--- config.mk ---
export PLATFORM = sky130hd
export DESIGN_NAME = audio_codec_seq
export DESIGN_NICKNAME = d
export VERILOG_FILES = /design/src/rtl/audio_codec_seq.sv
export SDC_FILE = /design/constraint.sdc
export NUM_CORES = 1
export LEC_CHECK = 0
export ABC_AREA = 1
export ABC_CLOCK_PERIOD_IN_PS = 2100
export CORE_AREA = 3 3 100 78
export DETAILED_ROUTE_END_ITERATION = 8
export DIE_AREA = 0 0 103 81
export SYNTH_ARGS = -nofsm -noshare
export SYNTH_HDL_FRONTEND = slang
export SYNTH_SLANG_ARGS = --single-unit
--- constraint.sdc ---
create_clock -name clk -period 2.1 [get_ports clk]
set_input_delay 0.21 -clock clk [delete_from_list [all_inputs] [get_ports clk]]
set_output_delay 0.21 -clock clk [all_outputs]
set_load 0.05 [all_outputs]
--- src/rtl/audio_codec_seq.sv ---
// Power-up / rate-change sequencer for the ADC -> PLL -> DAC audio path.
// Programs the PLL rate pins, waits for lock, qualifies ADC LRCK, then unmutes the DAC.
module audio_codec_seq #(
   parameter int         PLL_SETTLE_CYC    = 500000,
   parameter int         ADC_SETTLE_FRAMES = 1024,
   parameter int         LRCK_TIMEOUT_CYC  = 4096,
   parameter logic       PLL_CSEL          = 1'b0,
   parameter logic       ADC_FMT           = 1'b0,
   parameter logic [1:0] ADC_MD            = 2'b00
) (
   input  logic       clk,
   input  logic       rst,
   input  logic       i_adc_lrck,
   input  logic [1:0] i_rate_sel,
   input  logic       i_rate_req,
   input  logic       i_mute_req,
   output logic       o_pll_csel,
   output logic       o_pll_fs1,
   output logic       o_pll_fs2,
   output logic       o_pll_sr,
   output logic       o_adc_fmt,
   output logic       o_adc_md1,
   output logic       o_adc_md2,
   output logic       o_dac_nmute,
   output logic       o_ready,
   output logic       o_err,
   output logic [2:0] o_state
);

   localparam int PW = $clog2(PLL_SETTLE_CYC + 1);
   localparam int TW = $clog2(LRCK_TIMEOUT_CYC + 1);
   localparam int FW = $clog2(ADC_SETTLE_FRAMES + 1);
   // The ADC_SYNC edge is the first settle frame, so ADC_SETTLE counts the remaining ones.
   localparam int FRM_LAST_I = (ADC_SETTLE_FRAMES > 1) ? ADC_SETTLE_FRAMES - 2 : 0;
   localparam logic [PW-1:0] PLL_LAST = PW'(PLL_SETTLE_CYC - 1);
   localparam logic [TW-1:0] TMO_LAST = TW'(LRCK_TIMEOUT_CYC - 1);
   localparam logic [FW-1:0] FRM_LAST = FW'(FRM_LAST_I);

   typedef enum logic [2:0] {
      CFG        = 3'd0,
      PLL_WAIT   = 3'd1,
      ADC_SYNC   = 3'd2,
      ADC_SETTLE = 3'd3,
      RUN        = 3'd4,
      FAULT      = 3'd5
   } state_t;

   state_t        state_q, state_d;
   logic [1:0]    rate_q, rate_d;
   logic [2:0]    pins_q, pins_d;
   logic [PW-1:0] pll_cnt_q, pll_cnt_d;
   logic [TW-1:0] tmo_cnt_q, tmo_cnt_d;
   logic [FW-1:0] frm_cnt_q, frm_cnt_d;
   logic          lrck_s1_q, lrck_s2_q, lrck_s3_q;
   logic          ready_q, ready_d;
   logic          nmute_q, nmute_d;
   logic          err_q, err_d;
   logic          lrck_edge, tmo_fire, rate_new, entering;

   // {fs2,fs1,sr} for each requested sample rate.
   function automatic logic [2:0] rate_to_pins(input logic [1:0] rate);
      case (rate)
         2'b00:   return 3'b000;
         2'b01:   return 3'b010;
         2'b10:   return 3'b100;
         default: return 3'b001;
      endcase
   endfunction

   assign lrck_edge = lrck_s2_q & ~lrck_s3_q;
   assign tmo_fire  = (tmo_cnt_q == TMO_LAST) && !lrck_edge;
   assign rate_new  = i_rate_req && (i_rate_sel != rate_q);

   always_comb begin
      state_d = state_q;
      rate_d  = rate_q;
      pins_d  = pins_q;
      case (state_q)
         CFG: begin
            pins_d  = rate_to_pins(rate_q);
            state_d = PLL_WAIT;
            if (i_rate_req) begin
               rate_d  = i_rate_sel;
               state_d = CFG;
            end
         end
         PLL_WAIT: begin
            if (i_rate_req) begin
               rate_d  = i_rate_sel;
               state_d = CFG;
            end else if (pll_cnt_q == PLL_LAST) begin
               state_d = ADC_SYNC;
            end
         end
         ADC_SYNC: begin
            if (i_rate_req) begin
               rate_d  = i_rate_sel;
               state_d = CFG;
            end else if (tmo_fire) begin
               state_d = FAULT;
            end else if (lrck_edge) begin
               state_d = (ADC_SETTLE_FRAMES > 1) ? ADC_SETTLE : RUN;
            end
         end
         ADC_SETTLE: begin
            if (rate_new) begin
               rate_d  = i_rate_sel;
               state_d = CFG;
            end else if (tmo_fire) begin
               state_d = FAULT;
            end else if (lrck_edge && (frm_cnt_q == FRM_LAST)) begin
               state_d = RUN;
            end
         end
         RUN: begin
            if (rate_new) begin
               rate_d  = i_rate_sel;
               state_d = CFG;
            end else if (tmo_fire) begin
               state_d = FAULT;
            end
         end
         FAULT: begin
            if (i_rate_req) begin
               rate_d  = i_rate_sel;
               state_d = CFG;
            end
         end
         default: state_d = CFG;
      endcase
   end

   // All counters restart on state entry (CFG always counts as an entry) and saturate.
   always_comb begin
      entering  = (state_d != state_q) || (state_q == CFG);
      pll_cnt_d = pll_cnt_q;
      tmo_cnt_d = tmo_cnt_q;
      frm_cnt_d = frm_cnt_q;
      if (entering) begin
         pll_cnt_d = '0;
         tmo_cnt_d = '0;
         frm_cnt_d = '0;
      end else begin
         if (pll_cnt_q != PLL_LAST) pll_cnt_d = pll_cnt_q + 1'b1;
         if (lrck_edge)                   tmo_cnt_d = '0;
         else if (tmo_cnt_q != TMO_LAST)  tmo_cnt_d = tmo_cnt_q + 1'b1;
         if (lrck_edge && (frm_cnt_q != FRM_LAST)) frm_cnt_d = frm_cnt_q + 1'b1;
      end
   end

   always_comb begin
      ready_d = (state_d == RUN);
      nmute_d = (state_d == RUN) && !i_mute_req;
      err_d   = err_q;
      if ((state_d == FAULT) && (state_q != FAULT)) err_d = 1'b1;
      if (state_d == CFG)                           err_d = 1'b0;
   end

   always_ff @(posedge clk) begin
      if (rst) begin
         state_q   <= CFG;
         rate_q    <= 2'b00;
         pins_q    <= 3'b000;
         pll_cnt_q <= '0;
         tmo_cnt_q <= '0;
         frm_cnt_q <= '0;
         lrck_s1_q <= 1'b0;
         lrck_s2_q <= 1'b0;
         lrck_s3_q <= 1'b0;
         ready_q   <= 1'b0;
         nmute_q   <= 1'b0;
         err_q     <= 1'b0;
      end else begin
         state_q   <= state_d;
         rate_q    <= rate_d;
         pins_q    <= pins_d;
         pll_cnt_q <= pll_cnt_d;
         tmo_cnt_q <= tmo_cnt_d;
         frm_cnt_q <= frm_cnt_d;
         lrck_s1_q <= i_adc_lrck;
         lrck_s2_q <= lrck_s1_q;
         lrck_s3_q <= lrck_s2_q;
         ready_q   <= ready_d;
         nmute_q   <= nmute_d;
         err_q     <= err_d;
      end
   end

   assign o_pll_csel  = PLL_CSEL;
   assign o_adc_fmt   = ADC_FMT;
   assign o_adc_md1   = ADC_MD[0];
   assign o_adc_md2   = ADC_MD[1];
   assign o_pll_fs2   = pins_q[2];
   assign o_pll_fs1   = pins_q[1];
   assign o_pll_sr    = pins_q[0];
   assign o_dac_nmute = nmute_q;
   assign o_ready     = ready_q;
   assign o_err       = err_q;
   assign o_state     = state_q;

endmodule

# --- Word-level counts from Yosys, hierarchy flattened ---
# Index checks and enable logic that the tools add are counted.
word_totals:
  output_inout_bits: 13
  word_cells: 73
  regBits: 57
  inputBits: 7
op_classes:
  n_addsub: 3
  muxes: 17
  reduce_logical: 19
  n_eq_ne: 20
  n_bitwise: 2
ops:
  columns: ["operator", "count"]
  rows:
  - ["$mux 3", 11]
  - ["$add 19x1->19 const B", 1]
  - ["$eq 19x19->1 const B", 1]
  - ["$ne 19x19->1 const B", 1]
  - ["$pmux 3 s6", 1]
  - ["$add 13x1->13 const B", 1]
  - ["$eq 13x12->1 const B", 1]
  - ["$ne 13x12->1 const B", 1]
  - ["$eq 3x3->1 const B", 4]
  - ["$add 11x1->11 const B", 1]
  - ["$eq 11x10->1 const B", 1]
  - ["$ne 11x10->1 const B", 1]
  - ["$pmux 3 s3", 1]
  - ["$eq 3x2->1 const B", 2]
  - ["$logic_and 1x1->1", 6]
  - ["$logic_not 3->1", 2]
  - ["$reduce_or 2->1", 3]
  - ["$mux 2", 2]
  - ["$ne 2x1->1 const B", 2]
  - ["$pmux 2 s2", 1]
  - ["$reduce_or 4->1", 1]
  - ["$eq 3x1->1 const B", 1]
  - ["$ne 3x3->1", 1]
  - ["$ne 3x3->1 const B", 1]
  - ["12 further kinds", 13]

# --- Logic depth before layout (Yosys ltp) ---
# Gate-level depths: netlist of the first run.
logic_depth:
  ltp_word: 10
  ltp_mapped: 15
  depth_no_buf: 14

# --- Worst setup path after synthesis of the first run ---
# No wires, ideal clock.
synth_timing:
  path_type: "register -> register"
  from: "register state_q[0] (netlist: o_state[0])"
  to: "register pll_cnt_q[13]"
  path_buffers: 1
  path_stages_with_launch: 12
  setup_slack_ns: 0.073
  setup_ns: 0.062
  arrival_ns: 1.965
  period_less_slack_ns: 2.027
  t_required_ns: 2.038
  path_cell_list: "dfxtp_1 inv_1 nand4_1 nor2_1 a21oi_1 nand2_1 nand2_1 nand2_1 nor2_2 nand4_2 buf_4 nor2_2"
synth_between:
  elab_chain_len: 7
  word_cells_on_any_way: 21
  classes_between: "eq/ne (6); mux (12); reduce/logical (3)"
synth_rtl:
  columns: ["item", "line", "source"]
  rows:
  - ["from (decl)", "48", "state_t state_q, state_d;"]
  - ["from (signal assigned)", "174", "state_q <= state_d;"]
  - ["$mux 3 (on tied branches)", "111, 101", null]
  - ["$mux 3 (on tied branches)", "109, 99", null]
  - ["$mux 3 (on tied branches)", "106, 96", null]
  - ["$pmux 3 s6", "78", "case (state_q)"]
  - ["$ne 3x3->1", "135", "entering = (state_d != state_q) || (state_q == CFG);"]
  - ["$logic_or 1x1->1 (*)", "135", null]
  - ["$reduce_or 2->1 (no source line) (*)", null, null]
  - ["to (signal assigned)", "177", "pll_cnt_q <= pll_cnt_d;"]
  - ["to (decl)", "51", "logic [PW-1:0] pll_cnt_q, pll_cnt_d;"]
# Every way passes the cells marked *; elsewhere a longest branch is shown, timed or not.
# A chain may end at the register's enable or synchronous reset.

# --- Worst setup path after layout of the first run ---
layout_timing:
  from: "register pll_cnt_q[1]"
  to: "register frm_cnt_q[9]"
layout_between:
  elab_chain_len: 7
layout_rtl:
  columns: ["item", "line", "source"]
  rows:
  - ["$eq 19x19->1", "91", "end else if (pll_cnt_q == PLL_LAST) begin"]
  - ["$mux 3", "91", null]
  - ["$mux 3", "88", "if (i_rate_req) begin"]
  - ["$pmux 3 s6", "78", null]
  - ["$ne 3x3->1", "135", null]
  - ["$logic_or 1x1->1", "135", null]
  - ["$reduce_or 2->1 (no source line)", null, null]
  - ["to (signal assigned)", "179", "frm_cnt_q <= frm_cnt_d;"]
  - ["to (decl)", "53", "logic [FW-1:0] frm_cnt_q, frm_cnt_d;"]
# Every way passes these cells.

==> results of run 1 <==
-- per-stage QoR --
stage / setup slack (ns) / std cells
2_1_floorplan: 0.07275 / 397
3_3_place_gp: -0.02154 / 501
3_5_place_dp: -0.05333 / 501
4_1_cts: 0.03569 / 517
5_1_grt: -0.04118 / 524
6_report: 0.09953 / 524
-- placed cells by master (no fill, tap or decap), types with 11 or more instances in the layout --
cell / n
clkbuf_8: 11
nand2_1: 70
buf_4: 17
nor2_1: 60
inv_1: 53
nor2_2: 24
xor2_1: 28
clkdlybuf4s50_1: 15
dfxtp_1: 47
nand3_1: 21
-- power groups by stage --
| stage | logic [mW] | registers, mW | clock network (mW) |
|---|---|---|---|
| floorplan | 0.0900 | 1.14 | 0 |
| global placement | 0.144 | 1.13 | 0 |
| detailed placement | 0.145 | 1.13 | 0 |
| CTS | 0.146 | 1.10 | 0.944 |
| global route | 0.185 | 1.10 | 0.999 |
| finish | 0.169 | 1.10 | 0.902 |
-- area by class of cell --
cell class / count / area, um2 / share of cell area
clock buffers: 11 / 151.4 / 0.04244
clock inverters: 5 / 30.03 / 0.008418
well taps: 84 / 105.1 / 0.02946
inverters: 57 / 214.0 / 0.05998
multi-input cells: 274 / 1549 / 0.4342
repair buffers: 36 / 359.1 / 0.1007
flip-flops and latches: 57 / 1159 / 0.3248
-- cell usage after synthesis, types with 4 or more instances --
cell type,count,area share
nor2_1,63,0.082
o21ai_0,7,0.012
ha_1,4,0.017
inv_2,4,0.0052
buf_4,6,0.016
inv_1,53,0.069
a21oi_1,8,0.014
dfxtp_1,57,0.40
nand2_1,74,0.097
xor2_1,28,0.085
nand3_1,23,0.040
nor3_1,6,0.010
nor2_2,23,0.050
xnor2_1,10,0.030
nand4_1,10,0.022
-- registers in the layout (all words and copies together) (netlist names), 2 cells and up --
register   flops
frm_cnt_q     11
pins_q         3
pll_cnt_q     19
tmo_cnt_q     13
o_state        3
rate_q         2
-- timing repair --
action | CTS | global route
gates resized for setup | 0 | 32
endpoints found under the hold margin | 0 | 0
setup endpoints to repair | 0 | 43
buffers inserted | 0 | 5
-- per-layer routing --
metal,track usage,up-vias,part of all wire,wire length [um]
met5,0,-,0,0
met3,0.06009,7,0.044,241
li1,-,1284,-,-
met4,0.04657,0,0.014,77
met1,0.1922,1043,0.52,2889
met2,0.2049,34,0.42,2314
-- final timing paths --
check	to	slack (ns)	cells after the start
worst max-delay path	frm_cnt_q[9]	0.1	12
worst min-delay path	lrck_s1_q	0.40	3
worst max register to register	frm_cnt_q[9]	0.1	12
worst min register to register	lrck_s2_q	0.41	2
-- critical path: cells and delay by family, from the launching register on --
family | cells | cell delay [ns]
simple gates | 7 | 0.82
buf+inv | 3 | 0.38
flops | 1 | 0.34
fa+ha+maj | 1 | 0.20
compound gates | 1 | 0.19
-- cell families (layout without fill, tap and decap cells) --
| family | after synthesis | in the layout | share of synthesized area |
|---|---|---|---|
| and+or+nand+nor | 208 | 208 | 0.3317 |
| buffers and inverters | 66 | 109 | 0.09695 |
| adders and majority gates | 4 | 4 | 0.01739 |
| muxes | 2 | 2 | 0.006957 |
| DFF | 57 | 57 | 0.3965 |
| AOI/OAI and AO/OA | 18 | 18 | 0.03348 |
| xor gates and xnor gates | 38 | 38 | 0.1157 |
| other | 1 | 4 | 0.001303 |
==> run metrics, run 1 <==
status=finished, final reports clean; Clk pin slew, worst setup/hold paths=~0.060 ns; Layout fillers=672; clk sink count=57; Required @ worst endpoint=between 2 and 2.5 ns; antenna-violating nets left=0; clock root buffer=clkbuf_8; worst slew pin tran=0.5102 ns; Power Dens Cells=609.3 mW/mm2; leakage=1.388 nW; Num CTS Buffers=9; total number of vias=around 2,400; # nets final=about 450; fin crit share=0.9526; Setup violations, final=0; CTS Hold Bufs=0; layout cells sized above 1=0.2159; Worst-Skew Late Latency=0.33 ns; Setup crit start=pll_cnt_q[1]; Crit-path slowest cell=dfxtp_2; antenna violations before repair=0; post-route setup TNS=0 ns; routability cong.=a little under 0.9; Main synth FF type=dfxtp_1; Logic pwr share=0.078; synthesized netlist cell count=between 300 and 400; YS warnings=0; total power=2.174 mW; Final Critical Period=approximately 2.0 ns; post-detail-place hpwl=3933 um; mean number of vias per cell=between 4 and 5; crit path launch type=flip-flop; core area=0.006832 mm2; TritonCTS clock tree=yes; PortBufs=15; num ports=20; number of global-route vias before repair=between 2,000 and 2,500; Mapped Avg Cell Area=7.304 um2; GRT Util Overall=0.1424; crit-path max FO=11; Synth Register Bits=57; Max clock buf depth=2; Worst VDD drop=~0.32 mV; reg2reg start=pll_cnt_q[1]; Sw Ratio=0.2450; CP Class=reg -> reg; row count=26; # DRC=0; max cap viols=0; Seq pwr share=0.507; die area=0.008343 mm2; Routed wire per std cell=around 11 um; Post-synth EDFFs=0; Total Wirelength=around 5500 um; Worst Path Arrival=between 2 and 2.5 ns; hold path start=i_adc_lrck; Final Hold Violating Endpoints=0; first-pass GRT wire length=9342 um; skew final=between 0.004 and 0.005 ns; DIE WIDTH=103 um; Post-synth ARST share=0; Worst slew margin=0.6588; Final Max Tran Viols=0; Internal Power=roughly 1.6 mW; distinct cell type count after synthesis=29; H-tree depth=3; n_diodes=0; GRT Residual Overflow=0; pin count of the biggest net entering global routing=24; Switch Pwr=~0.53 mW; Fin Hold WS=between 0.4 and 0.5 ns; CP max stage delay=0.34 ns; die height=a little over 80 um; synthesized area=0.002878 mm2; Starting Density=0.4212; CP cell instances=ha_2 -> nand3_2 -> inv_1 -> nand4_1 -> nor2_4 -> inv_2 -> a21oi_4 -> nand2_2 -> nand2_4 -> nand4_4 -> clkbuf_16 -> nor2_1; Util after Layout=0.5222; initial DRC count=slightly above 100; critical path endpoint category=flip-flop; Seq/Total Area, Yosys=0.3965; Layout area overhead=23.96%; FMAX=approximately 0.50 GHz; drt pass-1 iters=4; placed instance area=about 0.0032 mm2; Finished Cell Area=0.003567 mm2; Hold Crit Class=in -> reg; clock share of power=0.415
Note: power is estimated with default switching activity, not from simulation.
==> inputs of run 2 (changes only) <==
--- a/config.mk
+++ b/config.mk
@@ -7,9 +7,11 @@
 export LEC_CHECK = 0
 export ABC_AREA = 1
 export ABC_CLOCK_PERIOD_IN_PS = 2100
-export CORE_AREA = 3 3 100 78
+export CORE_AREA = 3 3 86 68
 export DETAILED_ROUTE_END_ITERATION = 8
-export DIE_AREA = 0 0 103 81
+export DIE_AREA = 0 0 89 71
+export HOLD_SLACK_MARGIN = 0.15
+export PLACE_DENSITY = 0.76
 export SYNTH_ARGS = -nofsm -noshare
 export SYNTH_HDL_FRONTEND = slang
 export SYNTH_SLANG_ARGS = --single-unit
==> run 2 against run 1 <==
Wire length increased by 6.9%. Largest cell class unchanged. Sequential power about the same. Flip-flop and latch count unchanged.
==> run metrics, run 2 (synthesis gave the netlist of run 1 again) <==
die height=71 um (-12%); antenna-violating nets left=0 (unchanged); CP dominant cell by count=nand2_1; Final Hold Violating Endpoints=0 (unchanged); H-tree depth=3 (unchanged); Placed Cells=476 (-5.0%); DIE WIDTH=89 um (-14%); n_diodes=0 (unchanged); clock root buffer=clkbuf_8; Layout area overhead=24.87%; CP cell instances=inv_1 -> nand4_1 -> o21ai_0 -> nand2_1 -> nand2_1 -> nand2_2 -> nand3_2 -> nand4_4 -> clkbuf_16 -> nor2_2; # DRC=0 (unchanged); placed instance area=0.003159 mm2 (-1.2%); Finished Cell Area=0.003593 mm2 (+0.74%); first-pass GRT wire length=9183 um (-1.7%); Hold Crit Class=in -> reg; layout cells sized above 1=0.2243 (+0.008347); total number of vias=2,433 (+2.7%); flip-flop count of the largest register after layout=19 (unchanged); GRT Util Overall=0.1864 (+0.04397); Power Dens Cells=633.8 mW/mm2 (+4.0%); CP max stage delay=0.37 ns (+0.03 ns); TritonCTS clock tree=yes; pin count of the biggest net entering global routing=23 (-4.2%); mean number of vias per cell=4.876 (+7.9%); Worst Path Arrival=2.26 ns (about the same); Final Non-Filler Cells=499 (-4.8%); post-route setup TNS=0 ns (unchanged); number of global-route vias before repair=2,159 (+0.61%); most frequent cells in the layout=nand2_1, nor2_1, inv_1; total power=2.278 mW (+4.8%); post-detail-place hpwl=3908 um (-0.63%); FMAX=0.5036 GHz (+0.74%); crit path launch type=flip-flop; num ports=20 (unchanged); initial DRC count=176 (+71%); crit-path max FO=7 (-4); Setup violations, final=0 (unchanged); critical path endpoint category=flip-flop; Final Max Tran Viols=0 (unchanged); Worst slew margin=0.6628 (+0.003997); CTS Hold Bufs=0 (unchanged); GRT Residual Overflow=0 (unchanged); Starting Density=0.5587 (+0.1374); routability cong.=0.9357 (+7.6%); leakage=1.392 nW (+0.24%); core area=0.005151 mm2 (-25%); Clk pin slew, worst setup/hold paths=0.07 ns (about the same); worst slew pin tran=0.5042 ns (-0.005977 ns); Fin Hold WS=0.4039 ns (+0.001432 ns); r2r setup slk=0.11 ns (about the same); # nets final=443 (-0.67%); Total Wirelength=5902 um (+6.9%); most common cell after layout, fill and taps aside=nand2_1; clk sink count=57 (unchanged); CP Class=reg -> reg; Crit-path slowest cell=dfxtp_2; Worst VDD drop=0.4897 mV (+54%); PortBufs=15 (unchanged); Final Critical Period=1.986 ns (-0.01473 ns); Worst-Skew Late Latency=0.34 ns (about the same); Required @ worst endpoint=2.38 ns (about the same); drt pass-1 iters=4 (unchanged); Max clock buf depth=2 (unchanged); largest registers=pll_cnt_q x19, tmo_cnt_q x13, frm_cnt_q x11; antenna violations before repair=0 (unchanged); status=finished, final reports clean; max cap viols=0 (unchanged); skew final=0.007533 ns (+0.002694 ns); Num CTS Buffers=9 (unchanged); die area=0.006319 mm2 (-24%); Routed wire per std cell=11.83 um (+12%); row count=23 (-12%); Top reg by flops=pll_cnt_q; fin crit share=0.9456 (-0.007013)
[run 2: changes by cell type in the layout (fill, tap and decap cells not counted), moves of 2 or more]
cell        delta
buf_4          -5
clkbuf_1       +3
clkinvlp_4     -2
dfxtp_1        -2
dfxtp_2        +2
ha_2           -2
ha_4           +2
nand2_1        -3
nand2_2        +3
nand3_1        -2
nand3_2        +2
nor2_4         +2
[run 2: layout make-up]
type	instances	area, um2
well taps	62	77.57
repair buffers	33	352.8
multi-input cells	274	1599
fillers	404	1558
inverters	57	214.0
clock buffers	13	148.9
flip-flops and latches	57	1161
clock inverters	3	40.04
[run 2: metrics by stage]
step / util / setup slack [ns]
floorplan: - / 0.07275
global placement: 0.6133 / -0.04453
detailed placement: 0.6133 / -0.08236
CTS: 0.6500 / 0.07809
global route: 0.6976 / -0.05419
finish: 0.6976 / 0.1143
[run 2: what timing repair did]
item / CTS / global route
buffers inserted: 0 / 4
resized for setup: 0 / 45
setup endpoints to repair: 0 / 44
[run 2: critical path: cells and delay by family (launching register included)]
family	cells	cell delay, ns
and+or+nand+nor	7	0.86
AOI/OAI and AO/OA	1	0.29
buffers and inverters	2	0.39
DFF	1	0.37
[run 2: path summary, 6_finish.rpt]
kind,start,end,cells past startpoint
worst max-delay path,o_state[0],pll_cnt_q[10],10
worst min-delay path,i_mute_req,o_dac_nmute,2
worst max register to register,o_state[0],pll_cnt_q[10],10
worst min register to register,lrck_s1_q,lrck_s2_q,2
[run 2: power by group]
part           internal [mW]  total (mW)  switching, mW
registers               1.09        1.10         0.0114
logic                 0.0665       0.174          0.107
clock network          0.577        1.00          0.424
[run 2: layer usage]
metal | wire, um | up-vias | part of all wire | track usage
li1 | - | 1280 | - | -
met2 | 2613 | 61 | 0.44 | 0.2743
met4 | 34 | 0 | 0.0058 | 0.06281
met5 | 0 | - | 0 | 0
met3 | 367 | 4 | 0.062 | 0.08149
met1 | 2886 | 1088 | 0.49 | 0.2443
==> inputs of run 3 (changes only) <==
==> config.mk (replaced) <==
export PLATFORM = sky130hd
export DESIGN_NAME = audio_codec_seq
export DESIGN_NICKNAME = d
export VERILOG_FILES = /design/src/rtl/audio_codec_seq.sv
export SDC_FILE = /design/constraint.sdc
export NUM_CORES = 1
export LEC_CHECK = 0
export ABC_AREA = 0
export CORE_AREA = 3 3 86 67
export DETAILED_ROUTE_END_ITERATION = 8
export DIE_AREA = 0 0 89 70
export HOLD_SLACK_MARGIN = 0.15
export PLACE_DENSITY = 0.77
export SYNTH_ARGS = -nofsm -noshare
export SYNTH_HDL_FRONTEND = slang
export SYNTH_SLANG_ARGS = --single-unit
==> run 3 against run 2 <==
The flow now finishes with violations (setup timing). Area after synthesis shrank 0.74%. Global-route usage grew 3.8 points. Largest cell class unchanged. Sequential power is essentially flat. Fmax shrank 12%. Critical endpoint is now tmo_cnt_q[12]. Clock power grew 19%. Register-to-register slack lost 0.27 ns. Utilization grew 14 points. Final area grew 16%.
==> run metrics, run 3 <==
status=complete, but fails checks; failing checks=setup timing; CP cell instances=nand4_1 -> or4_4 -> a2bb2oi_4 -> a22oi_4 -> xnor2_4 -> clkbuf_16 -> nor4_1; n_diodes=0 (unchanged); TritonCTS clock tree=yes; crit-path max FO=12 (+5); total number of vias=2,895 (+19%); critical path endpoint category=flip-flop; Final Hold Violating Endpoints=0 (unchanged); most frequent cells in the layout=buf_4, dfxtp_1, nand2_1; Main synth FF type=dfxtp_1; Hold EP=o_dac_nmute; Final Critical Period=2.258 ns (+0.2719 ns); crit path launch type=flip-flop; Placed Cells=431 (-9.5%); max cap viols=0 (unchanged); Seq pwr share=0.431 (-0.053); Starting Density=0.5797 (+0.02108); YS warnings=0 (unchanged); reg2reg start=tmo_cnt_q[5]; Hold Crit Class=in -> reg; Internal Power=1.916 mW (+10%); fin crit share=1.075 (+0.1295); synthesized area=0.002856 mm2 (-0.74%); first-pass GRT wire length=10,920 um (+19%); largest registers=pll_cnt_q x19, tmo_cnt_q x13, frm_cnt_q x11; FMAX=0.4429 GHz (-12%); Hold Path Depth=2 (unchanged); Util after Layout=0.8426 (+0.1450); initial DRC count=250 (+42%); Layout area overhead=45.34%; Worst-Skew Late Latency=0.35 ns (about the same); clock share of power=0.466 (+0.026); RSZ-0062 raised after global routing=true; setup ws final=-0.1576 ns (-0.2719 ns); Synth Register Bits=57 (unchanged); post-synth top area cell=dfxtp_1; reg-to-reg endpoint=tmo_cnt_q[12]; worst slew pin tran=0.5818 ns (+0.07754 ns); clk sink count=57 (unchanged); clock root buffer=clkbuf_8; Final Non-Filler Cells=460 (-7.8%); Finished Cell Area=0.004151 mm2 (+16%); H-tree depth=3 (unchanged); CP Class=reg -> reg; Switch Pwr=0.6316 mW (+16%); Fin Hold WS=0.4260 ns (+0.02212 ns); DIE WIDTH=89 um (unchanged); r2r setup slk=-0.16 ns (-0.27 ns); Mapped Avg Cell Area=8.899 um2 (+22%); Crit-path slowest cell=or4_4; # DRC=0 (unchanged); Total Wirelength=9122 um (+55%); Worst Reg-to-Reg Cells=7 (-3); number of global-route vias before repair=2,356 (+9.1%); Logic pwr share=0.102 (+0.026); Post-synth EDFFs=0 (unchanged); GRT Util Overall=0.2245 (+0.03814); Worst Path Arrival=2.48 ns (+0.22 ns); most common cell after layout, fill and taps aside=buf_4; antenna-violating nets left=0 (unchanged); Layout fillers=251 (-38%); skew final=0.01040 ns (+0.002870 ns); hold path start=i_mute_req; top cells by count, synth=dfxtp_1, nor3_1, nand2_1; PortBufs=15 (unchanged); Required @ worst endpoint=2.32 ns (-0.06 ns); Num CTS Buffers=9 (unchanged); Setup violations, final=45 (+45); post-route setup TNS=-3.891 ns (-3.891 ns); num ports=20 (unchanged); Post-synth ARST share=0 (unchanged); Clk pin slew, worst setup/hold paths=0.07 ns (about the same); Top reg by flops=pll_cnt_q; Synth area leaders=dfxtp_1, xor2_1, nor3_1; placed instance area=0.003451 mm2 (+9.2%); pin count of the biggest net entering global routing=25 (+8.7%); mean number of vias per cell=6.293 (+29%); Yosys top cell area share=0.3995 (+0.002953); Final Max Tran Viols=0 (unchanged); die area=0.006230 mm2 (-1.4%); Power Dens Cells=613.8 mW/mm2 (-3.2%); Routed wire per std cell=19.83 um (+68%); Sw Ratio=0.2479 (+0.009788); Max clock buf depth=2 (unchanged); total power=2.548 mW (+12%); flip-flop count of the largest register after layout=19 (unchanged); die height=70 um (-1.4%); row count=22 (-4.3%); post-detail-place hpwl=4408 um (+13%); antenna violations before repair=0 (unchanged); core area=0.004927 mm2 (-4.3%); distinct cell type count after synthesis=49 (+69%); GRT Residual Overflow=0 (unchanged); Worst slew margin=0.6092 (-0.05363); Worst VDD drop=0.7050 mV (+44%); # nets final=406 (-8.4%); layout cells sized above 1=0.3475 (+0.1232); CP max stage delay=0.63 ns (+0.26 ns); leakage=1.551 nW (+11%); post-place setup slack=-0.3163 ns (-0.2339 ns); synthesized netlist cell count=321 (-19%); most frequent cell after synthesis=dfxtp_1; Seq/Total Area, Yosys=0.3995 (+0.002953); drt pass-1 iters=5 (+1); routability cong.=0.8656 (-7.5%)
-- run 3: how the worst max path moves through the flow --
stage / depth (start not counted) / end / start / slack, ns
2_1_floorplan: 7 / o_err / tmo_cnt_q[1] / -0.04
3_3_place_gp: 8 / tmo_cnt_q[4] / i_rate_req / -0.23
3_5_place_dp: 8 / tmo_cnt_q[4] / i_rate_req / -0.32
4_1_cts: 8 / o_err / tmo_cnt_q[0] / -0.01
5_1_grt: 9 / tmo_cnt_q[12] / pll_cnt_q[1] / -0.30
6_report: 7 / tmo_cnt_q[12] / tmo_cnt_q[5] / -0.16
-- run 3: area by class of cell --
class	count	area [um2]	share of cell area
timing repair buffer	79	726.9	0.1751
multi-input combinational	242	1941	0.4675
clock inverter	5	77.57	0.01869
inverter	6	22.52	0.005425
tap	60	75.07	0.01808
sequential	57	1157	0.2788
clock buffer	11	151.4	0.03647
-- run 3: cells by family after synthesis --
kind of cell | Yosys count | share of synthesized area
AO/OA/AOI/OAI | 29 | 0.08453
XOR/XNOR | 39 | 0.1222
adder cells (fa/ha/maj) | 4 | 0.01752
buffers and inverters | 26 | 0.04424
flip-flops | 57 | 0.3995
multiplexers | 6 | 0.02103
other | 1 | 0.001313
AND/OR/NAND/NOR | 159 | 0.3097
-- run 3: repair_timing --
item / in CTS / in global routing
endpoints found under the hold margin: 0 / 0
hold buffers: 0 / 0
gates resized for setup: 12 / 51
endpoints found under the setup margin: 45 / 46
setup buffers: 1 / 5
gates cloned: 0 / 7
pin swaps: 6 / 28
-- run 3: per-layer routing --
metal	GRT usage	wire, um	vias up
li1	-	-	1308
met1	0.3077	3940	1380
met5	0	0	-
met4	0.08264	282	0
met2	0.3229	4258	164
met3	0.07901	641	43
-- run 3: worst max-delay path, delay by kind of cell (launching register included) --
kind	cells	cell delay [ns]
buffers and inverters	1	0.22
XOR/XNOR	1	0.22
AO/OA/AOI/OAI	2	0.31
flip-flops	1	0.35
AND/OR/NAND/NOR	3	1.04
-- run 3: power by group through the flow --
stage          Sequential (mW)  Combinational (mW)  Clock (mW)
2_1_floorplan             1.13               0.118           0
3_3_place_gp              1.12               0.183           0
3_5_place_dp              1.12               0.184           0
4_1_cts                   1.10               0.193        1.20
5_1_grt                   1.10               0.269        1.25
6_report                  1.10               0.261        1.19
